==> src/rtl/bus_timer_irq_if.sv <==
// bus_timer_irq_if: CPU-side bus bundle for bus_timer_irq.
// The CPU (or bench) drives address/write/data_i; the timer returns
// registered read data with a one-cycle-late data_valid qualifier.
interface bus_timer_irq_if;
   logic [15:0] address;
   logic        write;
   logic [7:0]  data_i;
   logic [7:0]  data_o;
   logic        data_valid;

   modport master (
      output address,
      output write,
      output data_i,
      input  data_o,
      input  data_valid
   );

   modport slave (
      input  address,
      input  write,
      input  data_i,
      output data_o,
      output data_valid
   );
endinterface

==> src/rtl/bus_timer_irq.sv <==
// bus_timer_irq: memory-mapped 16-bit interval timer and interrupt source.
// Decodes an 8-byte window at BASE[15:3], takes register writes on the edge
// ending a selected write cycle, returns registered read data one cycle after
// a selected read cycle, and drives a registered level irq from the timer
// flag (TF/TIE) and the software flag (SF/SIE).
// Optional feature macro: BUS_TIMER_PRESCALER_EN enables the 8-bit prescaler
// (register 5). Without it the timer ticks every enabled clock and register 5
// reads 0 and ignores writes.
module bus_timer_irq #(
   parameter logic [15:0] BASE = 16'hD000
) (
   input  logic           clk,
   input  logic           reset,
   bus_timer_irq_if.slave bus,
   output logic           irq
);

   localparam logic [2:0] REG_TLO   = 3'd0;
   localparam logic [2:0] REG_THI   = 3'd1;
   localparam logic [2:0] REG_CTRL  = 3'd2;
   localparam logic [2:0] REG_STAT  = 3'd3;
   localparam logic [2:0] REG_SOFT  = 3'd4;
   localparam logic [2:0] REG_PRESC = 3'd5;

   // Architectural state
   logic [15:0] latch_r;
   logic [15:0] count_r;
   logic        en_r;
   logic        cont_r;
   logic        tie_r;
   logic        sie_r;
   logic        tf_r;
   logic        sf_r;
   logic [7:0]  snap_r;
   logic [7:0]  data_o_r;
   logic        data_valid_r;
   logic        irq_r;
`ifdef BUS_TIMER_PRESCALER_EN
   logic [7:0]  presc_r;
   logic [7:0]  pcnt_r;
   logic [7:0]  presc_s;
   logic [7:0]  pcnt_s;
   logic        wr_presc_s;
`endif

   // Decode strobes
   logic        sel_s;
   logic [2:0]  reg_s;
   logic        rd_s;
   logic        rd_tlo_s;
   logic        wr_tlo_s;
   logic        wr_thi_s;
   logic        wr_ctrl_s;
   logic        wr_stat_s;
   logic        wr_soft_s;

   // Timer events
   logic        tick_s;
   logic        expire_s;

   // Next-state values
   logic [15:0] latch_s;
   logic [15:0] count_s;
   logic        en_s;
   logic        cont_s;
   logic        tie_s;
   logic        sie_s;
   logic        tf_s;
   logic        sf_s;
   logic [7:0]  snap_s;
   logic [7:0]  rdata_s;
   logic [7:0]  data_o_s;
   logic        irq_s;

   // Window decode and per-register read/write strobes for the current cycle.
   always_comb begin
      sel_s     = (bus.address[15:3] == BASE[15:3]);
      reg_s     = bus.address[2:0];
      rd_s      = sel_s & ~bus.write;
      rd_tlo_s  = rd_s & (reg_s == REG_TLO);
      wr_tlo_s  = sel_s & bus.write & (reg_s == REG_TLO);
      wr_thi_s  = sel_s & bus.write & (reg_s == REG_THI);
      wr_ctrl_s = sel_s & bus.write & (reg_s == REG_CTRL);
      wr_stat_s = sel_s & bus.write & (reg_s == REG_STAT);
      wr_soft_s = sel_s & bus.write & (reg_s == REG_SOFT);
`ifdef BUS_TIMER_PRESCALER_EN
      wr_presc_s = sel_s & bus.write & (reg_s == REG_PRESC);
`endif
   end

   // Tick generation (prescaler compare or every enabled clock) and expiry detect.
   always_comb begin
`ifdef BUS_TIMER_PRESCALER_EN
      tick_s = en_r & (pcnt_r == presc_r);
`else
      tick_s = en_r;
`endif
      expire_s = tick_s & (count_r == 16'h0000);
   end

`ifdef BUS_TIMER_PRESCALER_EN
   // Prescaler counter and prescale register next state; a THI write restarts the prescale phase.
   always_comb begin
      if (wr_thi_s | ~en_r | tick_s) begin
         pcnt_s = 8'h00;
      end else begin
         pcnt_s = pcnt_r + 8'h01;
      end
      if (wr_presc_s) begin
         presc_s = bus.data_i;
      end else begin
         presc_s = presc_r;
      end
   end
`endif

   // Reload latch and down-counter next state; a THI write overrides any tick or expiry.
   always_comb begin
      latch_s = latch_r;
      if (wr_tlo_s) begin
         latch_s[7:0] = bus.data_i;
      end else if (wr_thi_s) begin
         latch_s[15:8] = bus.data_i;
      end else begin
         latch_s = latch_r;
      end

      if (wr_thi_s) begin
         count_s = {bus.data_i, latch_r[7:0]};
      end else if (tick_s) begin
         if (count_r != 16'h0000) begin
            count_s = count_r - 16'h0001;
         end else if (cont_r) begin
            count_s = latch_r;
         end else begin
            count_s = 16'h0000;
         end
      end else begin
         count_s = count_r;
      end
   end

   // Status flags: THI write discards a coincident expiry, and a set beats a coincident STAT clear.
   always_comb begin
      if (wr_thi_s) begin
         tf_s = 1'b0;
      end else if (expire_s) begin
         tf_s = 1'b1;
      end else if (wr_stat_s & bus.data_i[0]) begin
         tf_s = 1'b0;
      end else begin
         tf_s = tf_r;
      end

      if (wr_soft_s) begin
         sf_s = 1'b1;
      end else if (wr_stat_s & bus.data_i[1]) begin
         sf_s = 1'b0;
      end else begin
         sf_s = sf_r;
      end
   end

   // Control bits: a CTRL write beats the one-shot auto-clear of EN.
   always_comb begin
      en_s   = en_r;
      cont_s = cont_r;
      tie_s  = tie_r;
      sie_s  = sie_r;
      if (wr_ctrl_s) begin
         en_s   = bus.data_i[0];
         cont_s = bus.data_i[1];
         tie_s  = bus.data_i[2];
         sie_s  = bus.data_i[3];
      end else if (expire_s & ~cont_r & ~wr_thi_s) begin
         en_s = 1'b0;
      end else begin
         en_s = en_r;
      end
   end

   // Read mux, TLO snapshot capture and irq next-state from pre-edge register values.
   always_comb begin
      case (reg_s)
         REG_TLO:   rdata_s = count_r[7:0];
         REG_THI:   rdata_s = snap_r;
         REG_CTRL:  rdata_s = {4'b0000, sie_r, tie_r, cont_r, en_r};
         REG_STAT:  rdata_s = {irq_r, 5'b00000, sf_r, tf_r};
`ifdef BUS_TIMER_PRESCALER_EN
         REG_PRESC: rdata_s = presc_r;
`else
         REG_PRESC: rdata_s = 8'h00;
`endif
         default:   rdata_s = 8'h00;
      endcase

      if (rd_s) begin
         data_o_s = rdata_s;
      end else begin
         data_o_s = 8'h00;
      end

      if (rd_tlo_s) begin
         snap_s = count_r[15:8];
      end else begin
         snap_s = snap_r;
      end

      irq_s = (tf_r & tie_r) | (sf_r & sie_r);
   end

   // State and registered-output update with synchronous active-high reset.
   always_ff @(posedge clk) begin
      if (reset) begin
         latch_r      <= 16'hFFFF;
         count_r      <= 16'hFFFF;
         en_r         <= 1'b0;
         cont_r       <= 1'b0;
         tie_r        <= 1'b0;
         sie_r        <= 1'b0;
         tf_r         <= 1'b0;
         sf_r         <= 1'b0;
         snap_r       <= 8'h00;
         data_o_r     <= 8'h00;
         data_valid_r <= 1'b0;
         irq_r        <= 1'b0;
`ifdef BUS_TIMER_PRESCALER_EN
         presc_r      <= 8'h00;
         pcnt_r       <= 8'h00;
`endif
      end else begin
         latch_r      <= latch_s;
         count_r      <= count_s;
         en_r         <= en_s;
         cont_r       <= cont_s;
         tie_r        <= tie_s;
         sie_r        <= sie_s;
         tf_r         <= tf_s;
         sf_r         <= sf_s;
         snap_r       <= snap_s;
         data_o_r     <= data_o_s;
         data_valid_r <= rd_s;
         irq_r        <= irq_s;
`ifdef BUS_TIMER_PRESCALER_EN
         presc_r      <= presc_s;
         pcnt_r       <= pcnt_s;
`endif
      end
   end

   assign bus.data_o     = data_o_r;
   assign bus.data_valid = data_valid_r;
   assign irq            = irq_r;

endmodule

==> src/flat_wrapper.sv <==
// flat-port wrapper written by rule: the top's interface ports become plain ports
module bus_timer_irq_flat 
#(
   parameter logic [15:0] BASE = 16'hD000
)
  (clk, reset, irq, bus_address, bus_write, bus_data_i, bus_data_o, bus_data_valid);
  bus_timer_irq_if bus_i ();
  input  logic clk;
  input  logic reset;
  output logic irq;
  input wire logic [$bits(bus_i.address)-1:0] bus_address;
  input wire logic [$bits(bus_i.write)-1:0] bus_write;
  input wire logic [$bits(bus_i.data_i)-1:0] bus_data_i;
  output wire logic [$bits(bus_i.data_o)-1:0] bus_data_o;
  output wire logic [$bits(bus_i.data_valid)-1:0] bus_data_valid;
  assign bus_i.address = bus_address;
  assign bus_i.write = bus_write;
  assign bus_i.data_i = bus_data_i;
  assign bus_data_o = bus_i.data_o;
  assign bus_data_valid = bus_i.data_valid;
  bus_timer_irq #(.BASE(BASE)) u_core (.clk(clk), .reset(reset), .bus(bus_i), .irq(irq));
endmodule
==> config.mk <==
export PLATFORM = sky130hd
export DESIGN_NAME = bus_timer_irq_flat
export DESIGN_NICKNAME = d
export VERILOG_FILES = /design/src/rtl/bus_timer_irq_if.sv /design/src/rtl/bus_timer_irq.sv /design/src/flat_wrapper.sv
export SDC_FILE = /design/constraint.sdc
export NUM_CORES = 1
export LEC_CHECK = 0
export ABC_AREA = 1
export CORE_MARGIN = 8
export CORE_UTILIZATION = 45
export DETAILED_ROUTE_END_ITERATION = 6
export GPL_TIMING_DRIVEN = 1
export PLACE_DENSITY = 0.67
export SLEW_MARGIN = 5
export SYNTH_ARGS = -nofsm -noshare
export SYNTH_HDL_FRONTEND = slang
export SYNTH_SLANG_ARGS = --single-unit
==> constraint.sdc <==
create_clock -name clk -period 1.8 [get_ports clk]
set_input_delay 0.36 -clock clk [delete_from_list [all_inputs] [get_ports clk]]
set_output_delay 0.36 -clock clk [all_outputs]
set_load 0.02 [all_outputs]
Word-level counts from Yosys, hierarchy flattened
Cells that the tools add are included.
W data, S select, Z words.
{ "word_totals": {"ff_bits": 56, "input_bits": 27, "out_inout_bits": 10} }
{ "classes": {"addsub": 1, "eq_ne": 5, "n_mux": 11, "n_bitwise": 21, "reduce_logical": 10} }
{ "op_table": {"columns": ["cell", "n"], "rows": [
  ["$mux W16", 4],
  ["$pmux W8 S4", 1],
  ["$logic_not A16 Y1", 1],
  ["$reduce_bool A16 Y1", 1],
  ["$sub A16 B1 Y16 const B", 1],
  ["$and A1 B1 Y1", 15],
  ["$eq A13 B13 Y1 const B", 1],
  ["$reduce_bool A2 Y1", 4],
  ["$eq A3 B2 Y1 const B", 2],
  ["$mux W1", 6],
  ["$not A1 Y1", 5],
  ["$reduce_or A2 Y1", 2],
  ["$eq A3 B1 Y1 const B", 1],
  ["$eq A3 B3 Y1 const B", 1],
  ["$logic_not A3 Y1", 1],
  ["$reduce_and A2 Y1", 1],
  ["$or A1 B1 Y1", 1]
]} }

Logic depth before layout (Yosys ltp)
{ "logic_depth": {"depth_word": 7, "depth_mapped": 13} }

Worst setup path before layout
OpenSTA, ideal clock, no wires.
{ "synth_path": {"path_type": "input to register", "from": "in bus_address[8]", "to": "reg u_core.latch_r[4]", "setup_time_ns": 0.136, "t_arrival_ns": 1.243, "required_time_ns": 1.664, "path_slack_ns": 0.422, "cell_stages": 9, "n_path_buf": 1, "cell_sequence": "nor2_1 -> nand2_1 -> nor2_4 -> nand2_4 -> nor2_8 -> nand2_4 -> buf_6 -> nand2_1 -> o211ai_1"} }
{ "synth_via": {"elab_chain_len": 3} }
{ "synth_lines": {"columns": ["element", "line", "rtl"], "rows": [
  ["from (decl)", "flat_wrapper.sv:11", "input wire logic [$bits(bus_i.address)-1:0] bus_address;"],
  ["$eq A13 B13 Y1", "bus_timer_irq.sv:77", "sel_s = (bus.address[15:3] == BASE[15:3]);"],
  ["$and A1 B1 Y1 (2 in a row)", "bus_timer_irq.sv:81", "wr_tlo_s = sel_s & bus.write & (reg_s == REG_TLO);"],
  ["to (signal assigned)", "bus_timer_irq.sv:232", "latch_r <= latch_s;"],
  ["to (decl)", "bus_timer_irq.sv:26", "logic [15:0] latch_r;"]
]} }
Every way passes these cells.
A chain may end at the register's enable or synchronous reset.

Worst setup path after layout
{ "layout_path": {"from": "in bus_address[12]", "to": "reg u_core.count_r[1]"} }
{ "layout_via": {"elab_chain_len": 4, "word_cells_on_any_way": 5} }
{ "layout_lines": {"columns": ["element", "line", "rtl"], "rows": [
  ["$eq A13 B13 Y1 *", "bus_timer_irq.sv:77", null],
  ["$and A1 B1 Y1 * (2 in a row)", "bus_timer_irq.sv:82", "wr_thi_s = sel_s & bus.write & (reg_s == REG_THI);"],
  ["$mux W16 or $reduce_bool A2 Y1 (tied branches)", null, null],
  ["to (signal assigned)", "bus_timer_irq.sv:233", "count_r <= count_s;"],
  ["to (decl)", "bus_timer_irq.sv:27", "logic [15:0] count_r;"]
]} }
Every way passes the cells marked *; elsewhere a longest branch is shown, timed or not.

==> impl_metrics.sql <==
INSERT INTO impl_metrics (metric_group, metric, value, unit) VALUES
('outcome', 'status', 'finished clean', ''),
('power', 'finalPower', '0.00213', 'W'),
('yosys', 'synth.lib_cells_used.distinct', '35', ''),
('global_routing', 'number_of_global_route_vias_before_repair', '2906', ''),
('finish', 'antenna-diode-count', '0', ''),
('worst_setup_path', 'timing.critical_path.fanout_max', '7', ''),
('routing', 'vias', '3074', ''),
('timing', 'hold_slack', '0.464', 'ns'),
('worst_setup_path', 'worstSetupEndpointType', 'register', ''),
('timing', 'slew_viol_final', '0', ''),
('global_routing', 'first_pass_grt_wire_length', '14.1', 'mm'),
('yosys', 'synth.cell_area', '3050', 'µm²'),
('global_routing', 'grt_start_max_net_pins', '20', ''),
('yosys', 'dominantRegCellSynth', 'dfxtp_1', ''),
('routing', 'wl_per_cell', '14.2', 'µm'),
('worst_setup_path', 'worst_r2r_startpoint', 'u_core.count_r[0]', ''),
('worst_setup_path', 'worst_setup_path_endpoint', 'u_core.count_r[1]', ''),
('die', 'die_h', '98.3', 'µm'),
('routing', 'final_wl', '8.51', 'mm'),
('clock_network', 'cts.path.max_buffers', '2', ''),
('clock_network', 'h-tree-depth', '2', ''),
('finish', 'postLayoutCoreUtil', '0.580', ''),
('clock_network', 'tritoncts_clock_tree', 'done', ''),
('worst_setup_path', 'cp-start-kind', 'input pin', ''),
('routing', 'routed_via_density', '5.14', ''),
('yosys', 'postSynthRegisterBits', '56', ''),
('global_routing', 'globalRouteTotalUtil', '0.177', ''),
('die', 'fp.dieArea', '9660', 'µm²'),
('placed_design', 'placedCellCount', '587', ''),
('routing', 'drt_pre_antenna_iters', '4', ''),
('clock_network', 'cts_made_buffers', '5', ''),
('placed_design', 'gp_congestion', '0.899', ''),
('finish', 'multi_input_comb_area', '1650', 'µm²'),
('worst_setup_path', 'path_class', 'in2reg', ''),
('min_path', 'hold_start', 'u_core.latch_r[9]', ''),
('routing', 'detail-route-antenna-nets', '0', ''),
('timing', 'fin_crit', '1.72', 'ns'),
('finish', 'post_route_cells_drive_above_1_share', '0.170', ''),
('timing', 'timing.slew.headroom', '0.698', ''),
('worst_setup_path', 'worst-endpoint-required', '2.06', 'ns'),
('routing', 'post-route-drc-count', '0', ''),
('worst_setup_path', 'cp_data_arrival_time', '1.99', 'ns'),
('timing', 'period_utilisation_layout', '0.958', ''),
('timing', 'max_clock_freq', '580', 'MHz'),
('clock_network', 'cts.root.buffer_cell', 'clkbuf_8', ''),
('timing', 'endpoints_failing_setup', '0', ''),
('global_routing', 'grt_antenna_before_repair', '0', ''),
('global_routing', 'grt_overflow_total', '0', ''),
('placed_design', 'number_of_buffers_added_on_ports', '36', ''),
('timing', 'tightest_slew', '0.452', 'ns'),
('min_path', 'worst_hold_path.num_cells', '2', ''),
('timing', 'hold_viol_final', '0', ''),
('timing', 'fin_skew', '0.00924', 'ns'),
('die', 'die-width', '98.3', 'µm'),
('yosys', 'cell_count_after_synthesis', '441', ''),
('yosys', 'synth-edff-count', '0', ''),
('finish', 'nNetsFinal', '546', ''),
('yosys', 'synth_async_sr_flop_share', '0', ''),
('yosys', 'syn_nets', '470', ''),
('worst_setup_path', 'r2r-end', 'u_core.count_r[11]', ''),
('die', 'core_ar', '6680', 'µm²'),
('min_path', 'worstHoldPathType', 'reg2reg', ''),
('worst_setup_path', 'cp-startpoint', 'bus_address[12]', ''),
('yosys', 'ys.warnings.count', '0', ''),
('routing', 'detailedRoute.firstIterationViolations', '201', ''),
('clock_network', 'worst_skew_pair.late_latency', '0.31', 'ns'),
('yosys', 'synth.yosys.seq_area_share', '0.368', ''),
('worst_setup_path', 'r2r.worst_path.cells', '10', ''),
('die', 'core.rowCount', '30', ''),
('timing', 'layout_setup_ws', '0.0761', 'ns'),
('die', 'starting_utilization_of_the_core_area', '0.456', '');
-- layout make-up --
| class | count | area share |
|---|---|---|
| Timing Repair Buffer | 80 | 0.182 |
| Inverter | 55 | 0.0536 |
| Multi-Input combinational cell | 319 | 0.425 |
| Clock inverter | 3 | 0.00646 |
| Tap cell | 80 | 0.0258 |
| Sequential cell | 56 | 0.289 |
| Clock buffer | 5 | 0.0178 |
-- registers in the layout (all words and copies together), names as in the netlist --
signal,flops
u_core.count_r,16
u_core.latch_r,16
u_core.bus.data_o,8
u_core.snap_r,8
u_core.bus.data_valid,1
u_core.cont_r,1
u_core.en_r,1
u_core.irq,1
u_core.sf_r,1
u_core.sie_r,1
u_core.tf_r,1
u_core.tie_r,1
-- power breakdown --
part	switching, W	internal (W)	total [W]
Clock	0.000438	0.000285	0.000723
Combinational	0.0000798	0.0000889	0.000169
Sequential	0.0000000227	0.00124	0.00124
-- cells in the final DEF (no fill, tap or decap), drive strengths merged, types with 4 or more instances in the layout --
| cell | Yosys | layout |
|---|---|---|
| nand2 | 140 | 140 |
| dfxtp | 56 | 56 |
| inv | 52 | 54 |
| nor2 | 48 | 48 |
| nand3 | 45 | 45 |
| buf | 8 | 44 |
| clkdlybuf4s50 | 0 | 36 |
| o21ai | 25 | 25 |
| a21oi | 15 | 15 |
| nand4 | 14 | 14 |
| a211oi | 8 | 8 |
| o211ai | 6 | 6 |
| clkbuf | 3 | 5 |
| a31oi | 4 | 4 |
-- synthesized netlist by cell type, types with 3 or more instances --
library cell / count / area [µm²]
nand2_1: 133 / 499
dfxtp_1: 56 / 1120
inv_1: 49 / 184
nand3_1: 42 / 210
nor2_1: 35 / 131
o21ai_0: 23 / 115
a21oi_1: 15 / 75.1
nand4_1: 13 / 81.3
a211oi_1: 6 / 45.0
nor2_2: 6 / 37.5
nor2_4: 6 / 67.6
o211ai_1: 6 / 45.0
a31oi_1: 4 / 25.0
buf_4: 4 / 30.0
nand2_4: 4 / 45.0
buf_6: 3 / 33.8
clkbuf_1: 3 / 11.3
inv_2: 3 / 11.3
nand2_2: 3 / 18.8
o22ai_1: 3 / 18.8
xor2_1: 3 / 26.3
-- how the worst min path moves through the flow --
stage	end	slack [ns]
after floorplan	u_core.latch_r[12]	0.43
after global placement	u_core.latch_r[15]	0.44
after detailed placement	u_core.latch_r[12]	0.45
after CTS	u_core.latch_r[9]	0.47
after global routing	u_core.latch_r[9]	0.48
final	u_core.latch_r[9]	0.46
-- per-stage QoR --
step                      setup TNS [ns]  cell area (µm²)
after floorplan                        0             3050
after global placement             -5.88             3750
after detailed placement           -8.22             3750
after CTS                              0             3840
after global routing             -0.0155             3880
final                                  0             3880
-- routing by layer --
layer	track usage	up-vias	wire [µm]
li1	-	1589	-
met1	0.237	1385	4000
met2	0.289	89	4020
met3	0.0277	11	369
met4	0.0390	0	121
met5	0	-	0
-- critical path: stages --
cell	delay (ns)
clkdlybuf4s50_1	0.46
inv_1	0.05
nor2_2	0.11
nand2_2	0.08
nor2_4	0.17
nand4_4	0.18
buf_6	0.19
nand2_1	0.12
nand2_1	0.09
o21ai_1	0.09
nand2_1	0.06
nand2_1	0.05
-- cells by family (layout without fill, tap and decap cells) --
kind of cell / after synthesis / in the layout / share of synthesized area
and+or+nand+nor: 248 / 248 / 0.389
buffers and inverters: 66 / 143 / 0.0945
AOI/OAI and AO/OA: 64 / 64 / 0.125
DFF: 56 / 56 / 0.368
xor gates and xnor gates: 5 / 5 / 0.0144
adders and majority gates: 2 / 2 / 0.00822
-- repair_timing --
action | CTS | global route
buffers inserted | 0 | 3
endpoints found under the hold margin | 0 | 0
setup endpoints to repair | 0 | 12
gates resized for setup | 0 | 7
(Power assumes the default switching activity.)
